## config.mk

```make
export PLATFORM = sky130hd
export DESIGN_NAME = sumu3_exerciser
export DESIGN_NICKNAME = d
export VERILOG_FILES = /design/src/rtl/sumu3_exerciser.sv
export SDC_FILE = /design/constraint.sdc
export NUM_CORES = 1
export LEC_CHECK = 0
export ABC_CLOCK_PERIOD_IN_PS = 4050
export CAP_MARGIN = 15
export CORE_MARGIN = 10
export CORE_UTILIZATION = 57
export CTS_CLUSTER_DIAMETER = 120
export DETAILED_ROUTE_END_ITERATION = 10
export PLACE_DENSITY = 0.85
export SKIP_CTS_REPAIR_TIMING = 1
export SYNTH_ARGS = -nofsm -noshare
export SYNTH_HDL_FRONTEND = slang
export SYNTH_SLANG_ARGS = --single-unit
```

## constraint.sdc

```tcl
create_clock -name clk -period 4.05 [get_ports clk]
set_input_delay 0.6075 -clock clk [delete_from_list [all_inputs] [get_ports clk]]
set_output_delay 0.6075 -clock clk [all_outputs]
set_load 0.005 [all_outputs]
```

## src/rtl/sumu3_exerciser.sv

```systemverilog
// Sweeps all sixteen 2-bit operand pairs through an external sum/mult/abs-diff unit
// and tallies vectors whose returned results disagree with the expected arithmetic.
module sumu3_exerciser #(
  parameter int unsigned SETTLE = 1
) (
  input  logic       clk,
  input  logic       rst_n,
  input  logic       start,
  output logic [1:0] a,
  output logic [1:0] b,
  input  logic [2:0] sum,
  input  logic [2:0] mult,
  input  logic [2:0] abb,
  output logic       busy,
  output logic       done,
  output logic       pass,
  output logic [4:0] err_cnt,
  output logic [3:0] first_fail
);

  typedef enum logic [1:0] {
    S_IDLE   = 2'd0,
    S_SETTLE = 2'd1,
    S_CHECK  = 2'd2,
    S_FINISH = 2'd3
  } state_t;

  localparam logic [3:0] SETTLE_LOAD = 4'(SETTLE - 1);

  state_t     state_q;
  logic [3:0] idx_q;
  logic [3:0] cnt_q;
  logic [1:0] a_q;
  logic [1:0] b_q;
  logic       busy_q;
  logic       done_q;
  logic       pass_q;
  logic [4:0] err_q;
  logic [3:0] ff_q;

  logic [1:0] ea;
  logic [1:0] eb;
  logic [2:0] exp_sum;
  logic [2:0] exp_mult;
  logic [2:0] exp_abb;
  logic       vec_bad;
  logic [4:0] err_d;
  logic [3:0] idx_d;

  // Expected results for the current vector and the resulting error count.
  always_comb begin
    ea       = idx_q[3:2];
    eb       = idx_q[1:0];
    exp_sum  = {1'b0, ea} + {1'b0, eb};
    exp_mult = {1'b0, ea} * {1'b0, eb};
    if (ea >= eb) begin
      exp_abb = {1'b0, ea - eb};
    end else begin
      exp_abb = {1'b0, eb - ea};
    end
    vec_bad = (sum != exp_sum) || (mult != exp_mult) || (abb != exp_abb);
    // Sixteen vectors can never exceed 16, but the count must not wrap regardless.
    if (vec_bad && (err_q != 5'd16)) begin
      err_d = err_q + 5'd1;
    end else begin
      err_d = err_q;
    end
    idx_d = idx_q + 4'd1;
  end

  // Sweep sequencer with all outputs registered alongside the state.
  always_ff @(posedge clk) begin
    if (!rst_n) begin
      state_q <= S_IDLE;
      idx_q   <= 4'd0;
      cnt_q   <= 4'd0;
      a_q     <= 2'd0;
      b_q     <= 2'd0;
      busy_q  <= 1'b0;
      done_q  <= 1'b0;
      pass_q  <= 1'b0;
      err_q   <= 5'd0;
      ff_q    <= 4'd0;
    end else begin
      case (state_q)
        S_IDLE: begin
          a_q    <= 2'd0;
          b_q    <= 2'd0;
          done_q <= 1'b0;
          if (start) begin
            err_q   <= 5'd0;
            pass_q  <= 1'b0;
            ff_q    <= 4'd0;
            idx_q   <= 4'd0;
            cnt_q   <= SETTLE_LOAD;
            busy_q  <= 1'b1;
            state_q <= S_SETTLE;
          end else begin
            busy_q  <= 1'b0;
          end
        end
        S_SETTLE: begin
          if (cnt_q == 4'd0) begin
            state_q <= S_CHECK;
          end else begin
            cnt_q <= cnt_q - 4'd1;
          end
        end
        S_CHECK: begin
          err_q <= err_d;
          if (vec_bad && (err_q == 5'd0)) begin
            ff_q <= idx_q;
          end
          if (idx_q == 4'd15) begin
            a_q     <= 2'd0;
            b_q     <= 2'd0;
            done_q  <= 1'b1;
            pass_q  <= (err_d == 5'd0);
            state_q <= S_FINISH;
          end else begin
            idx_q   <= idx_d;
            a_q     <= idx_d[3:2];
            b_q     <= idx_d[1:0];
            cnt_q   <= SETTLE_LOAD;
            state_q <= S_SETTLE;
          end
        end
        S_FINISH: begin
          done_q  <= 1'b0;
          busy_q  <= 1'b0;
          state_q <= S_IDLE;
        end
        default: begin
          state_q <= S_IDLE;
          busy_q  <= 1'b0;
          done_q  <= 1'b0;
        end
      endcase
    end
  end

  assign a          = a_q;
  assign b          = b_q;
  assign busy       = busy_q;
  assign done       = done_q;
  assign pass       = pass_q;
  assign err_cnt    = err_q;
  assign first_fail = ff_q;

endmodule

```

Yosys cells after proc, flatten, opt, wreduce, memory -nomap -nowiden. Cells that the tools add are included.

Flip-flop bits (word level): 26. Latch bits: 0. Bits in writable memories: 0. ROM bits: 0. Bits of input ports: 12. Output and inout port bits: 16. Logic and storage cells: 79. Memories: 0.

Add/subtract/negate cells: 6. $mul: 1. Div/mod/pow operators: 0. Order comparisons: 1. Equality and inequality tests: 14. Shifts and indexed selects: 0. Muxes and demuxes: 27. Bitwise logic cells: 0. Reductions and logical operators: 20.

Operators by type and width (count): 2-to-1 mux 4 bit (5); one-hot mux 4 bit (2 select lines) (2); 2-to-1 mux 2 bit (6); inequality test 2 bit, second input constant (6); one-hot mux 4 bit (3 select lines) (1); zero test 5 bit (2); 2-to-1 mux 5 bit (2); one-hot mux 5 bit (2 select lines) (1); inequality test 3 bit (3); AND reduction 3 bit (3); one-hot mux 2 bit (2 select lines) (2); one-hot mux 2 bit (4 select lines) (1); one-hot mux 1 bit (2 select lines) (3); AND reduction 2 bit (3); nonzero test 2 bit (3); adder 5 x 1 -> 5 bit, second input constant (1); inequality test 5 bit, second input constant (1); adder 4 x 1 -> 4 bit, second input constant (1); equality test 2 bit, second input constant (2); equality test 4 bit, second input constant (1); zero test 4 bit (1); 2-to-1 mux 1 bit (4); AND reduction 4 bit (1); subtractor 2 bit (2); 10 further kinds (12).

Depth between registers and ports, before layout. Gate-level depths: netlist of run 1.

Word-level depth: 9. Depth in mapped cells: 11. Depth with buffers taken out: 9.

Worst setup path before layout of run 1. OpenSTA, ideal clock, no wires.

Kind: register to register. From: register idx_q[2]. To: register err_q[0] (netlist: err_cnt[0]). Library setup time: 0.074 ns. Data arrival time: 2.409 ns. Data required time: 3.976 ns. Slack: 1.567 ns. Cell stages (with the launch flop): 12. Path buffers: 2. Period minus slack after synthesis: 2.483 ns. Cells stage by stage: dfxtp_1 -> buf_2 -> inv_1 -> ha_1 -> fa_1 -> and3b_1 -> a211oi_2 -> xor2_1 -> nor2_1 -> buf_6 -> or4_1 -> a31oi_1.

Longest elaborated chain between the ends: 7. Elaborated cells between the ends (all ways): 14. Classes of those cells: add/sub (3); mul (1); order compare (1); eq/ne (3); mux (3); reduce/logical (3).

RTL lines: start: declaration (line 31) `logic [3:0] idx_q;`; start signal: assignment (line 121) `idx_q <= idx_d;`; multiplier 2 x 2 -> 3 bit, or another cell as far along (line 55) `exp_mult = {1'b0, ea} * {1'b0, eb};`; inequality test 3 bit / 2-to-1 mux 2 bit (equally long branches) (line 61, 56); logical OR 1 bit / inequality test 3 bit (equally long branches) (line 61) `vec_bad = (sum != exp_sum) || (mult != exp_mult) || (abb != exp_abb);`; logical OR 1 bit (*) (line 61); logical AND 1 bit (*) (line 63) `if (vec_bad && (err_q != 5'd16)) begin`; 2-to-1 mux 5 bit (*) (line 63); one-hot mux 5 bit (2 select lines) (*) (line 85) `case (state_q)`; end signal: assignment (line 110) `err_q <= err_d;`; end: declaration (line 38) `logic [4:0] err_q;`.

Every way passes the cells marked *; elsewhere a longest branch is shown, timed or not. A chain may end at the register's enable or synchronous reset.

Worst setup path after layout of run 1.
From: register idx_q[0]. To: register ff_q[3] (netlist: first_fail[3]).

Longest elaborated chain between the ends: 7. Elaborated cells between the ends (all ways): 14. Classes of those cells: add/sub (3); mul (1); order compare (1); eq/ne (4); mux (1); reduce/logical (4).

RTL lines: multiplier 2 x 2 -> 3 bit, or another cell as far along (line 55); inequality test 3 bit / 2-to-1 mux 2 bit (equally long branches) (line 61, 56); logical OR 1 bit / inequality test 3 bit (equally long branches) (line 61); logical OR 1 bit (*) (line 61); logical AND 1 bit (*) (line 111) `if (vec_bad && (err_q == 5'd0)) begin`; inequality test 2 bit (no line) (*); AND reduction 3 bit (no line) (*); end signal: assignment (line 112) `ff_q <= idx_q;`; end: declaration (line 39) `logic [3:0] ff_q;`.

Marks and branches as above.

==> results.toml, run 1 <==
[outcome]
status = "completed"

[yosys]
synthArstFlopShare_pct = 0
yosysSeqAreaShare_pct = 29.8
synthCells = 209
syn_area_um2 = 1750
synth_edf_count = 0
synthFlopType = "dfxtp_1"
synth_nets = 240
yosys_warnings = 0
ys_types = 50
synth-seq-cells = 26
syn_area_per_cell_um2 = 8.35

[clocking]
clk_latency_ns = 0.32
clkTransAtPathRegs_ns = 0.15
cts_max_level = 1
cts_buffers = 3
clock_path_buffers = 2
clock-sinks = 26
cts_tree = "built"
clockRootBuffer = "clkbuf_4"

[power]
power_uw = 631
powerDensity_nw_per_um2 = 306
power_leakage_nw = 0.752
vdd_drop_max_mv = 0.154

[detailed_routing]
wl_per_cell_um = 14.6
detail-route-antenna-nets = 0
vias = 1595
drc_errors = 0
drt_pass1_iterations = 4
drt_iter0_drc = 113
wl_mm = 3.85
viasPerCell = 6.06

[global_route]
grt_max_degree = 25
overflow = 0
grt_pass1_vias = 1471
antenna_found_initial = 0
grt_pass1_wl_mm = 6.52
grt_util_all_layers_pct = 14.2

[timing]
period_needed_ns = 2.97
hold_violations = 0
skew_ns = 0.00280
min_period_over_period_pct = 73.3
timing.final.ws_setup_ns = 1.08
fmax_mhz = 337
setup_violations = 0
relSlewSlack_pct = 51.4
whs_ns = 0.480
report.final.slew_viol_count = 0
worstMarginPinSlew_ns = 0.728
setup_tns_ns = 0
rsz0062_at_grt = "no"

[critical_path]
crit_buf_inv = 1
critPathLaunchType = "register"
reg2regPathDepth = 8
critPathKind = "register to register"
cpMaxStageDelayCell = "nor2_1"
arrival_ns = 3.18
crit_family = "simple AND/OR/NAND/NOR gates"
crit_required_ns = 4.26
r2r_end = "first_fail[3]"
slowest_delay_ns = 0.58
r2r_slack_ns = 1.08
cp_cell_sequence = "inv_1 -> ha_1 -> or3b_1 -> a2111oi_1 -> nand4_1 -> nor2_1 -> or3_1 -> o32ai_1"
path_max_fanout = 12
critPathCaptureType = "register"
r2r-start = "idx_q[0]"

[layout]
drive_above_1_share_pct = 3.91
seq_area_um2 = 520
diodes = 0
filler_cell_count = 273
final_util_pct = 68.7
syn2layout_area_growth_pct = 18.1
multi_input_area_um2 = 1130
fin_nets = 262

[worst_hold_path]
hold_start = "first_fail[0]"
whs_endpoint = "first_fail[0]"
hold_depth = 2
min_path_type = "register to register"

[place]
globalplace.congestion = 0.831
place_hpwl_mm = 2.91
port_buffers = 27
pre_cts_slack_ns = 1.10

[flow_run]
cap_violations = 0

[floorplan]
die-area_um2 = 5680
start_util_pct = 58.1
die_x_um = 75.3
num_rows = 20
pin_count = 28
core_area_um2 = 3000
dieHeight_um = 75.3
-- worst min-delay path, stage by stage, from the launching register on --
cell and delay, ns:
dfxtp_1 0.34, nand2_1 0.06, o32ai_1 0.05
-- area by class of cell --
| class | count | share of cell area, % |
|---|---|---|
| clock inverters | 1 | 1.46 |
| clock buffers | 3 | 1.09 |
| inverters | 12 | 2.18 |
| repair buffers | 27 | 13.1 |
| flip-flops and latches | 26 | 25.2 |
| multi-input cells | 161 | 54.9 |
| well taps | 33 | 2.00 |
-- flip-flops by register name, summed over array words and instances, names as in the netlist --
name,count
cnt_q,4
state_q,2
idx_q,4
err_cnt,5
first_fail,4
busy,1
done,1
pass,1
a,2
b,2
-- metrics by stage --
stage	instances	area (um2)
floorplan	209	1750
global placement	259	2010
detailed placement	259	2010
CTS	263	2060
global route	263	2060
finish	263	2060
-- how the worst max path moves through the flow --
| stage | from | end | slack [ns] | depth (start not counted) |
|---|---|---|---|---|
| floorplan | idx_q[2] | err_cnt[0] | 1.57 | 11 |
| global placement | sum[0] | first_fail[1] | 1.15 | 7 |
| detailed placement | sum[0] | first_fail[2] | 1.10 | 7 |
| CTS | idx_q[0] | first_fail[2] | 1.10 | 8 |
| global route | idx_q[3] | first_fail[3] | 0.76 | 9 |
| finish | idx_q[0] | first_fail[3] | 1.08 | 8 |
-- synthesized netlist by cell type, types with 2 or more instances --
library cell	number	area, um2
a31oi_1	5	31.3
dfxtp_1	26	521
nor3_1	4	20.0
inv_1	12	45.0
clkbuf_1	7	26.3
nand2_1	19	71.3
fa_1	2	40.0
a32oi_1	2	17.5
and2_1	3	18.8
o21ai_0	6	30.0
a22oi_1	3	22.5
o32ai_1	4	35.0
o211ai_1	3	22.5
nand3_1	8	40.0
nor2_1	23	86.3
or3_1	4	25.0
or4_1	5	37.5
xor2_1	3	26.3
nand3b_1	2	15.0
nor2b_1	2	12.5
nand4_1	3	18.8
xnor2_1	6	52.6
a21oi_1	12	60.1
ha_1	17	213
nor3b_1	2	15.0
buf_2	2	10.0
-- cell usage in the layout (no fill, tap or decap), types with 2 or more instances in the layout --
cell type,instances
ha_1,17
a31oi_1,5
dfxtp_1,26
inv_1,12
clkdlybuf4s50_1,27
a21oi_1,12
nand3b_1,2
nand3_1,8
or4_1,5
xnor2_1,6
nor2b_1,2
clkbuf_4,3
nand2_1,19
o211ai_1,3
nor2_1,23
or3_1,4
a22oi_1,3
a32oi_1,2
xor2_1,3
nand4_1,3
nor3b_1,2
o21ai_0,6
o32ai_1,4
and2_1,3
fa_1,2
nor3_1,4
-- cells by family after synthesis --
family                   share of synthesized area [%]
AO/OA/AOI/OAI                                     18.5
XOR/XNOR                                          5.88
adder cells (fa/ha/maj)                           14.5
buffers and inverters                             5.30
flip-flops                                        29.8
multiplexers                                      1.22
AND/OR/NAND/NOR                                   24.8
-- power by group --
group / switching, mW / total [mW] / leakage (nW) / internal (mW)
registers: 0.0152 / 0.282 / 0.210 / 0.266
clock network: 0.0805 / 0.181 / 0.0279 / 0.100
logic: 0.102 / 0.169 / 0.514 / 0.0672
total: 0.197 / 0.631 / 0.752 / 0.434
-- routing by layer --
layer	global-route usage [%]	vias up	share of wire, %
met5	0	-	0
met4	4.95	0	1.6
met3	2.99	6	6.9
met2	23.0	45	48
met1	18.2	751	44
li1	-	793	-
(Power assumes the default switching activity.)
==> run 2, diff against run 1 <==
ABC_CLOCK_PERIOD_IN_PS = 2400   (was 4050)
CORE_UTILIZATION = 48   (was 57)
PLACE_DENSITY = 0.77   (was 0.85)
clock period = 2.4 ns   (was 4.05 ns; I/O delays follow)
==> results.toml, run 2 (synthesized netlist as in run 1, its figures left out) <==
[detailed_routing]
detail-route-antenna-nets = 0
drt_pass1_iterations = 4
drc_errors = 0
wl_per_cell_um = 14.4
vias = 1668
viasPerCell = 5.62
wl_mm = 4.29
drt_iter0_drc = 139

[global_route]
grt_util_all_layers_pct = 12.9
grt_pass1_vias = 1543
grt_pass1_wl_mm = 6.93
antenna_found_initial = 0
met3_usage_pct = 3.67
grt_max_degree = 25
top_usage_layer = "met2"
overflow = 0
grtUsageMet2_pct = 22.5
use_met1_pct = 15.0

[critical_path]
r2r_end = "err_cnt[3]"
r2r_slack_ns = -0.05
r2r-start = "idx_q[2]"
path_max_fanout = 5
critPathLaunchType = "register"
arrival_ns = 2.71
crit_required_ns = 2.66
critPathCaptureType = "register"
critPathKind = "register to register"
reg2regPathDepth = 10

[worst_hold_path]
whs_endpoint = "first_fail[0]"
min_path_type = "register to register"
hold_start = "first_fail[0]"
hold_depth = 2

[floorplan]
die-area_um2 = 6450
die_x_um = 80.3
start_util_pct = 51.1
num_rows = 21
dieHeight_um = 80.3
pin_count = 28
core_area_um2 = 3420

[timing]
period_needed_ns = 2.45
whs_ns = 0.476
worstMarginPinSlew_ns = 0.789
setup_violations = 3
setup_tns_ns = -0.102
skew_ns = 0.00711
hold_violations = 0
timing.final.ws_setup_ns = -0.0476
rsz0062_at_grt = "yes"
relSlewSlack_pct = 47.4
min_period_over_period_pct = 102
report.final.slew_viol_count = 0
fmax_mhz = 409

[clocking]
cts_tree = "built"
clockRootBuffer = "clkbuf_4"
clkTransAtPathRegs_ns = 0.15
cts_buffers = 3
cts_max_level = 1
clock-sinks = 26
clk_latency_ns = 0.33
clock_path_buffers = 2

[layout]
syn2layout_area_growth_pct = 31.6
stdcell_count = 297
final_common_cell = "clkdlybuf4s50_1"
filler_cell_count = 298
final_util_pct = 67.3
drive_above_1_share_pct = 17.5
layout_common_cells = "clkdlybuf4s50_1, dfxtp_1, nor2_1"
fin_area_um2 = 2300
diodes = 0
fin_nets = 283
largest_register_ffs = 5

[place]
globalplace.congestion = 0.902
dpl.cell_count = 291
port_buffers = 27
pre_cts_slack_ns = -0.0949
dpl_cell_area_um2 = 2170
place_hpwl_mm = 3.18

[flow_run]
cap_violations = 0

[power]
power_leakage_nw = 0.856
powerDensity_nw_per_um2 = 441
power_mw = 1.01
vdd_drop_max_mv = 0.421

[outcome]
status = "finished with violations"
violations = "negative setup slack"
## run 2: worst max path at each step
stage               startpoint            end  cells past startpoint
floorplan             idx_q[2]     err_cnt[0]                     11
global placement      idx_q[0]     err_cnt[4]                      9
detailed placement    idx_q[0]     err_cnt[4]                      9
CTS                   idx_q[0]  first_fail[1]                      9
global route          idx_q[2]     err_cnt[3]                     10
finish                idx_q[2]     err_cnt[3]                     10
## run 2: area by class of cell
class	instances	area, um2	area share (%)
clock buffers	4	36.3	1.58
well taps	46	57.6	2.51
multi-input cells	161	1200	52.4
repair buffers	48	429	18.7
inverters	12	45.0	1.96
flip-flops and latches	26	526	22.9
## run 2: layer usage
metal,part of all wire [%],up-vias
li1,-,839
met1,44,774
met2,48,49
met3,6.5,6
met4,1.5,0
met5,0,-
## run 2: where the power goes
| part | internal [mW] | switching, mW | total, mW |
|---|---|---|---|
| sequential | 0.449 | 0.0234 | 0.473 |
| combinational | 0.133 | 0.181 | 0.314 |
| clock | 0.0929 | 0.134 | 0.227 |
## run 2: worst max-delay path: stages (launching register included)
cell,delay [ns]
dfxtp_2,0.38
inv_2,0.05
ha_2,0.17
fa_2,0.35
nor4bb_4,0.16
a211oi_2,0.22
xor2_1,0.23
nor2_2,0.09
buf_6,0.13
or4_4,0.49
a31oi_1,0.13
==> run 3, diff against run 2 <==
CORE_UTILIZATION = 57   (was 48)
DONT_BUFFER_PORTS = 1   (was default)
PLACE_DENSITY = 0.76   (was 0.77)
==> results.toml, run 3 (synthesized netlist as in run 1, its figures left out) <==
[outcome]
status = "finished with violations"
violations = "negative setup slack"

[critical_path]
cpMaxStageDelayCell = "or4_1"
r2r_end = "err_cnt[4]"
arrival_ns = 2.76
cp_cell_sequence = "inv_2 -> ha_4 -> fa_2 -> and3b_1 -> a211oi_2 -> xor2_2 -> nor2_4 -> buf_6 -> or4_1 -> a31oi_1"
critPathKind = "register to register"
r2r_slack_ns = -0.1
crit_required_ns = 2.66
r2r-start = "idx_q[2]"
reg2regPathDepth = 10
path_max_fanout = 5
critPathCaptureType = "register"
crit_start = "idx_q[2]"
critPathLaunchType = "register"
slowest_delay_ns = 0.47

[clocking]
clockRootBuffer = "clkbuf_4"
clock_path_buffers = 2
cts_max_level = 1
cts_tree = "built"
cts_buffers = 3
clock-sinks = 26
clkTransAtPathRegs_ns = 0.15
clk_latency_ns = 0.34

[worst_hold_path]
min_path_type = "primary input to register"
hold_depth = 2
hold_start = "rst_n"
whs_endpoint = "err_cnt[2]"

[layout]
seq_area_um2 = 523
fin_area_um2 = 2040
filler_cell_count = 242
layout_common_cells = "dfxtp_1, nor2_1, nand2_1"
multi_input_area_um2 = 1220
fin_nets = 254
final_common_cell = "dfxtp_1"
diodes = 0
syn2layout_area_growth_pct = 16.8
drive_above_1_share_pct = 19.4
largest_register_ffs = 5
final_util_pct = 67.9

[floorplan]
die_x_um = 75.3
core_area_um2 = 3000
pin_count = 28
num_rows = 20
dieHeight_um = 75.3
start_util_pct = 58.1
die-area_um2 = 5680

[timing]
relSlewSlack_pct = 47.2
setup_violations = 4
report.final.slew_viol_count = 0
worstMarginPinSlew_ns = 0.791
timing.final.ws_setup_ns = -0.0967
period_needed_ns = 2.50
rsz0062_at_grt = "yes"
hold_violations = 0
fmax_mhz = 401
min_period_over_period_pct = 104
skew_ns = 0.00775

[power]
vdd_drop_max_mv = 0.306
p_switching_uw = 353
p_sw_share_pct = 32.5
p_int_uw = 731
power_leakage_nw = 0.760
clkPwrFrac_pct = 29.0
pwr-share-comb_pct = 27.3
powerDensity_nw_per_um2 = 531
seqPwrFrac_pct = 43.7

[detailed_routing]
viasPerCell = 6.16
vias = 1570
wl_mm = 4.42
detail-route-antenna-nets = 0
wl_per_cell_um = 17.3
drt_pass1_iterations = 4
drt_iter0_drc = 119
drc_errors = 0

[global_route]
antenna_found_initial = 0
grt_max_degree = 25
grt_pass1_wl_mm = 6.67
grt_pass1_vias = 1501
overflow = 0
grt_util_all_layers_pct = 14.7

[place]
pre_cts_slack_ns = -0.0748
globalplace.congestion = 0.857
place_hpwl_mm = 3.21
dpl_cell_area_um2 = 1870
port_buffers = 0

[flow_run]
cap_violations = 0
[run 3: critical path: cells and delay by family, from the launching register on]
| kind | cells | cell delay (ns) |
|---|---|---|
| AND/OR/NAND/NOR | 3 | 0.72 |
| adder cells (fa/ha/maj) | 2 | 0.53 |
| AO/OA/AOI/OAI | 2 | 0.41 |
| flip-flops | 1 | 0.37 |
| XOR/XNOR | 1 | 0.22 |
| buffers and inverters | 2 | 0.17 |
[run 3: layout make-up]
class	instances	share of cell area, %
Multi-Input combinational cell	161	60.0
Sequential cell	26	25.6
Timing Repair Buffer	19	7.55
Inverter	12	2.21
Tap cell	33	2.02
Clock inverter	1	1.47
Clock buffer	3	1.10
[run 3: layer usage]
layer	GRT usage [%]	vias to the layer above	share of wire [%]	wire length, um
met1	17.5	734	44	1920
met3	4.30	8	7.4	326
li1	-	776	-	-
met2	24.9	52	48	2110
met5	0	-	0	0
met4	3.92	0	1.3	57
[run 3: metrics by stage]
step	hold slack [ns]	TNS (ns)	power [mW]	instances
global placement	0.480	-0.0430	0.734	249
detailed placement	0.496	-0.422	0.748	249
global route	0.153	-1.10	1.13	255
finish	0.151	-0.304	1.08	255
CTS	0.146	-0.683	1.05	253
floorplan	0.456	0	0.674	209
[run 3: power groups by stage]
stage	combinational, mW	clock [mW]	sequential, mW
4_1_cts	0.269	0.310	0.473
6_report	0.296	0.315	0.473
3_5_place_dp	0.266	0	0.482
3_3_place_gp	0.254	0	0.481
2_1_floorplan	0.198	0	0.476
5_1_grt	0.330	0.323	0.477
[run 3: worst max-delay path by stage]
stage,endpoint,slack (ns),depth (start not counted)
finish,err_cnt[4],-0.1,10
global route,err_cnt[3],-0.18,9
CTS,first_fail[2],-0.10,9
detailed placement,first_fail[2],-0.07,9
global placement,first_fail[2],-0.02,9
floorplan,err_cnt[0],0.04,11
